[src/rtl/mul_pkg.sv]
// Shared types and helpers for the sequential shift-add multiplier.
// abs_tc works on a sign/zero-extended MUL_MAX_WIDTH value so any operand width up to that limit can use it.
package mul_pkg;

    typedef enum logic [1:0] {
        IDLE = 2'd0,
        RUN  = 2'd1,
        FIN  = 2'd2
    } mul_state_e;

    localparam int DEF_MUL_WIDTH = 32;
    localparam int MUL_MAX_WIDTH = 128;

    // Caller extends the operand (sign-extend when signed) before the call; truncate the result back to width.
    function automatic logic [MUL_MAX_WIDTH-1:0] abs_tc(
        input logic [MUL_MAX_WIDTH-1:0] value,
        input logic                     is_signed
    );
        return (is_signed && value[MUL_MAX_WIDTH-1]) ? -value : value;
    endfunction

endpackage

[src/rtl/seq_mul_param.sv]
// Iterative shift-add multiplier, one multiplier bit per cycle, signed or unsigned per operation.
// Latency WIDTH+1 cycles from accepted start to done; start is ignored while busy (no queueing).
module seq_mul_param
    import mul_pkg::*;
#(
    parameter int WIDTH = DEF_MUL_WIDTH
) (
    input  logic             clk,
    input  logic             rst_n,
    input  logic             start,
    input  logic             is_signed,
    input  logic [WIDTH-1:0] a,
    input  logic [WIDTH-1:0] b,
    output logic             busy,
    output logic             done,
    output logic [WIDTH-1:0] hi,
    output logic [WIDTH-1:0] lo
);

    localparam int CW = $clog2(WIDTH + 1);

    mul_state_e         r_state;
    logic [WIDTH-1:0]   r_mcand;
    logic [WIDTH-1:0]   r_mplier;
    logic [2*WIDTH-1:0] r_acc;
    logic               r_neg;
    logic [CW-1:0]      r_cnt;
    logic               r_done;
    logic [WIDTH-1:0]   r_hi;
    logic [WIDTH-1:0]   r_lo;

    logic [MUL_MAX_WIDTH-1:0] w_a_ext;
    logic [MUL_MAX_WIDTH-1:0] w_b_ext;
    logic [WIDTH-1:0]         w_a_mag;
    logic [WIDTH-1:0]         w_b_mag;
    logic [WIDTH:0]           w_addend;
    logic [WIDTH:0]           w_sum;
    logic [2*WIDTH-1:0]       w_result;

    always_comb begin
        w_a_ext = {MUL_MAX_WIDTH{is_signed & a[WIDTH-1]}};
        w_b_ext = {MUL_MAX_WIDTH{is_signed & b[WIDTH-1]}};
        w_a_ext[WIDTH-1:0] = a;
        w_b_ext[WIDTH-1:0] = b;
    end

    // Signed min magnitude 2^(WIDTH-1) still fits in WIDTH unsigned bits, so truncation is lossless.
    assign w_a_mag = WIDTH'(abs_tc(w_a_ext, is_signed));
    assign w_b_mag = WIDTH'(abs_tc(w_b_ext, is_signed));

    assign w_addend = r_mplier[0] ? {1'b0, r_mcand} : '0;
    assign w_sum    = {1'b0, r_acc[2*WIDTH-1:WIDTH]} + w_addend;
    assign w_result = r_neg ? -r_acc : r_acc;

    always_ff @(posedge clk or negedge rst_n) begin
        if (!rst_n) begin
            r_state  <= IDLE;
            r_mcand  <= '0;
            r_mplier <= '0;
            r_acc    <= '0;
            r_neg    <= 1'b0;
            r_cnt    <= '0;
            r_done   <= 1'b0;
            r_hi     <= '0;
            r_lo     <= '0;
        end else begin
            r_done <= 1'b0;
            case (r_state)
                IDLE: begin
                    if (start) begin
                        r_mcand  <= w_a_mag;
                        r_mplier <= w_b_mag;
                        r_neg    <= is_signed & (a[WIDTH-1] ^ b[WIDTH-1]);
                        r_acc    <= '0;
                        r_cnt    <= CW'(WIDTH);
                        r_state  <= RUN;
                    end
                end
                RUN: begin
                    // The carry bit of the sum drops into the top of the shifted accumulator.
                    r_acc    <= {w_sum, r_acc[WIDTH-1:1]};
                    r_mplier <= r_mplier >> 1;
                    r_cnt    <= r_cnt - CW'(1);
                    if (r_cnt == CW'(1)) begin
                        r_state <= FIN;
                    end
                end
                FIN: begin
                    {r_hi, r_lo} <= w_result;
                    r_done       <= 1'b1;
                    r_state      <= IDLE;
                end
                default: r_state <= IDLE;
            endcase
        end
    end

    assign busy = (r_state != IDLE);
    assign done = r_done;
    assign hi   = r_hi;
    assign lo   = r_lo;

endmodule

[config.mk]
export PLATFORM = sky130hd
export DESIGN_NAME = seq_mul_param
export DESIGN_NICKNAME = d
export VERILOG_FILES = /design/src/rtl/mul_pkg.sv /design/src/rtl/seq_mul_param.sv
export SDC_FILE = /design/constraint.sdc
export NUM_CORES = 1
export LEC_CHECK = 0
export ABC_AREA = 1
export CAP_MARGIN = 15
export CORE_UTILIZATION = 54
export CTS_BUF_LIST = sky130_fd_sc_hd__clkbuf_8
export CTS_CLUSTER_SIZE = 8
export DETAILED_ROUTE_END_ITERATION = 16
export GPL_ROUTABILITY_DRIVEN = 0
export MAX_ROUTING_LAYER = met4
export PLACE_DENSITY = 0.88
export SYNTH_ARGS = -nofsm -noshare
export SYNTH_HDL_FRONTEND = slang
export SYNTH_SLANG_ARGS = --single-unit
[constraint.sdc]
create_clock -name clk -period 2.44 [get_ports clk]
set_input_delay 0.488 -clock clk [delete_from_list [all_inputs] [get_ports clk]]
set_output_delay 0.488 -clock clk [all_outputs]
set_load 0.02 [all_outputs]
# Word-level counts from Yosys, hierarchy flattened
# Index checks and enable logic that the tools add are counted.
# Widths: inputs -> output; s select.
# word_totals
reg_bits	202
input_bits	68
output_inout_bits	66
wordCells	45
# op_classes
addsub	5
n_eq_ne	5
n_mux	14
bitwise	4
n_reduce_logical	8
# op_table
cell	count
$mux 32	4
$mux 64	2
$pmux 64 s2	1
$neg 32->32	2
$neg 64->64	1
$pmux 32 s2	1
$add 32x32->33	1
$pmux 6 s2	1
$eq 6x1->1 const B	1
$mux 6	1
$reduce_and 2->1	3
$sub 6x1->6 const B	1
$mux 2	2
$ne 2x2->1 const B	2
$pmux 2 s2	1
$reduce_bool 2->1	2
$and 1x1->1	3
$eq 2x1->1 const B	1
$eq 2x2->1 const B	1
$logic_and 1x1->1	2
$logic_not 2->1	1
$mux 1	1
$xor 1x1->1	1

# Longest topological paths before layout
# Gate-level depths: netlist of the first run.
# logic_depth
ltp_word	5
mapped_depth	18
depth_no_buf	16

# Worst setup path after synthesis of the first run
# Ideal clock, no wire load.
# synth_path
kind	register to register
start	register r_mplier[0]
end	register r_acc[47]
setup_time_ns	0.126
t_arrival_ns	2.263
required_ns	2.314
slack_ns	0.051
stages_incl_launch_ff	18
path_buffers	2
synth_period_minus_slack_ns	2.389
path_cell_list	dfrtp_1 -> clkbuf_1 -> clkbuf_1 -> nand2_1 -> inv_1 -> ha_1 -> inv_1 -> fa_1 -> inv_1 -> nand3_1 -> nand3_1 -> nand2_1 -> nand2_1 -> inv_1 -> o21ai_0 -> nand2_1 -> nand2_1 -> o21ai_0
# synth_via
elab_chain_len	3
# synth_lines
item	line	text
from (decl)	seq_mul_param.sv:24	logic [WIDTH-1:0] r_mplier;
from (signal assigned)	seq_mul_param.sv:72	r_mplier <= w_b_mag;
from (signal assigned)	seq_mul_param.sv:82	r_mplier <= r_mplier >> 1;
$mux 32	seq_mul_param.sv:51	assign w_addend = r_mplier[0] ? {1'b0, r_mcand} : '0;
$add 32x32->33	seq_mul_param.sv:52	assign w_sum = {1'b0, r_acc[2*WIDTH-1:WIDTH]} + w_addend;
$pmux 64 s2	seq_mul_param.sv:68	case (r_state)
to (signal assigned)	seq_mul_param.sv:81	r_acc <= {w_sum, r_acc[WIDTH-1:1]};
to (decl)	seq_mul_param.sv:25	logic [2*WIDTH-1:0] r_acc;
# Every way passes these cells.
# A chain may end at the register's enable or synchronous reset.

# Worst setup path in the final report of the first run
# layout_path
start	register r_mplier[0]
end	register r_acc[46]
# The elaborated chain is that of the path after synthesis.

==> impl_metrics.yaml, run 1 <==
detailed_routing:
  drtIter0Drc: 1350
  drc: 0
  dr.pass1.iters: 7
  finalWirelength_mm: 38.9
  routedWlPerCell_um: 15.0
  antenna_left: 0
  vias: 14400
  viasPerCell: 5.58
synthesis:
  synth_edf_count: 0
  synth_cells: 2097
  syn_area_um2: 14000
  ys_ff_latch: 202
  avgSynthCellArea_um2: 6.66
  synth_cell_types: 43
  synth_nets: 2203
  synthFlopType: "dfrtp_1"
  synth_async_sr_flop_share_pct: 100
  ys_seq_area_share_pct: 36.2
  yosys_warnings: 0
worst_setup_path:
  reg2reg_from: "r_mplier[0]"
  crit_required_ps: 2830
  worstRegToRegCells: 12
  cp.arrival_ps: 2700
  worstSetupEndpoint: "r_acc[46]"
  worstSetupPathType: "reg2reg"
  r2r_end: "r_acc[46]"
  critPathCaptureType: "flop"
  crit_start: "r_mplier[0]"
  start_kind: "flop"
  worstPathMaxFanout: 22
  r2r_slack_ps: 130
global_route:
  grt_antenna_before_repair: 0
  grt_pass1_wl_mm: 64.9
  overflow: 0
  grtUsageTotal_pct: 31.0
  grt_max_degree: 71
  grt_pass1_vias: 13800
clocking:
  cts_tree: "yes"
  cts-buffers-inserted: 36
  cts_max_path_buffers: 3
  path_clk_slew_ps: 60
  clk_latency_ps: 540
  cts_setup_buffers: 0
  htreeDepth: 2
  cts.sinks: 202
  root_buffer: "clkbuf_8"
job:
  maxCapViolations: 0
sta:
  setup-tns-final_ps: 0
  setup_viol: 0
  relSlewSlack_pct: 57.6
  hold_viol_final: 0
  fin_skew_ps: 23.2
  max_freq_ghz: 0.433
  final.period_utilization_pct: 94.6
  fin_crit_ps: 2310
  timing.hold.ws_ps: 474
  rsz0062_at_grt: "no"
  slew_violations: 0
  worstMarginPinSlew_ps: 635
placed_design:
  dpl.hpwl_mm: 29.2
  port_buffers: 133
pwr:
  vdd_drop_max_uv: 591
  powerDensity_nw_per_um2: 1110
  p_leak_nw: 8.44
floorplan:
  dieArea_um2: 26500
  initial_core_util_pct: 55.3
  die_w_um: 163
  row_count: 58
  die_h_um: 163
  core-area_um2: 25300
  ios: 134
final_layout:
  antenna_cells: 0
  syn2layout_area_growth_pct: 18.3
  final_cell_mix: "688 x nand2_1, 287 x inv_1, 202 x nor2_1, 201 x dfrtp_1, 172 x nand3_1"
  final_common_cell: "nand2_1"
  nNetsFinal: 2342
  drive_gt1_share_pct: 6.81
worst_hold_path:
  min_path_type: "reg2reg"
run_status:
  status: "finished, final reports clean"
-- worst max-delay path: stages (launching register included) --
cell and delay [ps]:
dfrtp_1 420, buf_12 170, nand2_1 60, inv_1 60, ha_1 350, nand2_1 180, inv_1 60, nand2_1 70
nand2_1 80, a21oi_1 130, nand2_1 160, o21ai_0 270, o21ai_0 150
-- cell type report --
type	instances	area, um2
tap	330	413
inverter	293	1100
clock buffer	43	592
fill	2148	8740
clock inverter	19	173
timing repair buffer	162	1620
multi-input combinational	1541	7570
sequential	202	5060
-- power breakdown --
group          internal [W]  total, W  switching (W)  leakage [nW]
registers           0.00442   0.00555        0.00112          2.43
clock network       0.00193   0.00336        0.00143         0.432
logic               0.00323   0.00946        0.00623          5.58
total               0.00958    0.0184        0.00879          8.44
-- per-stage QoR --
| step | std cells | total power [W] | utilization [%] | worst slack (ps) | instance area [um2] |
|---|---|---|---|---|---|
| after floorplan | 2097 | 0.0120 | - | 50.8 | 14000 |
| after global placement | 2527 | 0.0143 | 62.3 | 155 | 15700 |
| after detailed placement | 2527 | 0.0147 | 62.3 | 86.6 | 15700 |
| after CTS | 2590 | 0.0181 | 65.3 | 103 | 16500 |
| after global routing | 2590 | 0.0198 | 65.4 | 0.243 | 16500 |
| final | 2590 | 0.0184 | 65.4 | 132 | 16500 |
-- registers in the layout, indices dropped and copies added (netlist names) --
register,cells
done,1
hi,32
lo,32
r_acc,64
r_cnt,6
r_mcand,32
r_mplier,32
r_neg,1
r_state,2
-- synthesized netlist by cell type, drive strengths merged (2+ instances only) --
cell / n / share of area [%]
a21oi: 53 / 1.9
a22oi: 28 / 1.5
a31oi: 5 / 0.22
and2: 3 / 0.13
buf: 25 / 0.95
clkbuf: 36 / 0.97
dfrtp: 202 / 36
ha: 37 / 3.3
inv: 293 / 7.9
nand2: 700 / 19
nand3: 180 / 6.8
nand3b: 6 / 0.32
nand4: 31 / 1.4
nor2: 226 / 6.8
nor3: 12 / 0.47
nor4: 2 / 0.090
o211ai: 6 / 0.32
o21ai: 146 / 5.6
o21bai: 3 / 0.16
o22ai: 37 / 1.7
or2: 4 / 0.18
xnor2: 9 / 0.56
xor2: 49 / 3.1
-- kinds of logic (layout without fill, tap and decap cells) --
group	after synthesis	count (layout)	synth area share [%]
and+or+nand+nor	1165	1165	35.4
buffers and inverters	354	517	9.79
AOI/OAI and AO/OA	279	279	11.5
DFF	202	202	36.2
xor gates and xnor gates	58	58	3.64
adders and majority gates	38	38	3.46
muxes	1	1	0.0717
-- metal layers --
| layer | global-route usage, % | share of wire, % | routed length (um) |
|---|---|---|---|
| met5 | - | 0 | 0 |
| met4 | 11.7 | 3.5 | 1360 |
| met3 | 4.23 | 9.4 | 3650 |
| met2 | 49.0 | 46 | 17800 |
| met1 | 40.4 | 41 | 16100 |
-- timing repair --
item	CTS	global route
endpoints found under the hold margin	59	0
setup endpoints to repair	0	3
hold buffers	1	0
gates resized for setup	0	6
-- worst min path at each step --
stage / startpoint / end / cells past startpoint
4_1_cts: r_cnt[5] / r_cnt[5] / 1
5_1_grt: lo[19] / lo[19] / 2
3_5_place_dp: r_mcand[16] / r_mcand[16] / 2
2_1_floorplan: rst_n / done / 0
3_3_place_gp: r_cnt[5] / r_cnt[5] / 1
6_report: r_cnt[5] / r_cnt[5] / 1
Power figures use the tool's default switching activity.
==> inputs of run 2 (changes only) <==
--- a/config.mk
+++ b/config.mk
@@ -12,6 +12,7 @@
 export CTS_CLUSTER_SIZE = 8
 export DETAILED_ROUTE_END_ITERATION = 16
 export GPL_ROUTABILITY_DRIVEN = 0
+export HOLD_SLACK_MARGIN = 0.06
 export MAX_ROUTING_LAYER = met4
 export PLACE_DENSITY = 0.88
 export SYNTH_ARGS = -nofsm -noshare
==> results of run 2 <==
Final layout, timing and power as in run 1 (identical DEF).
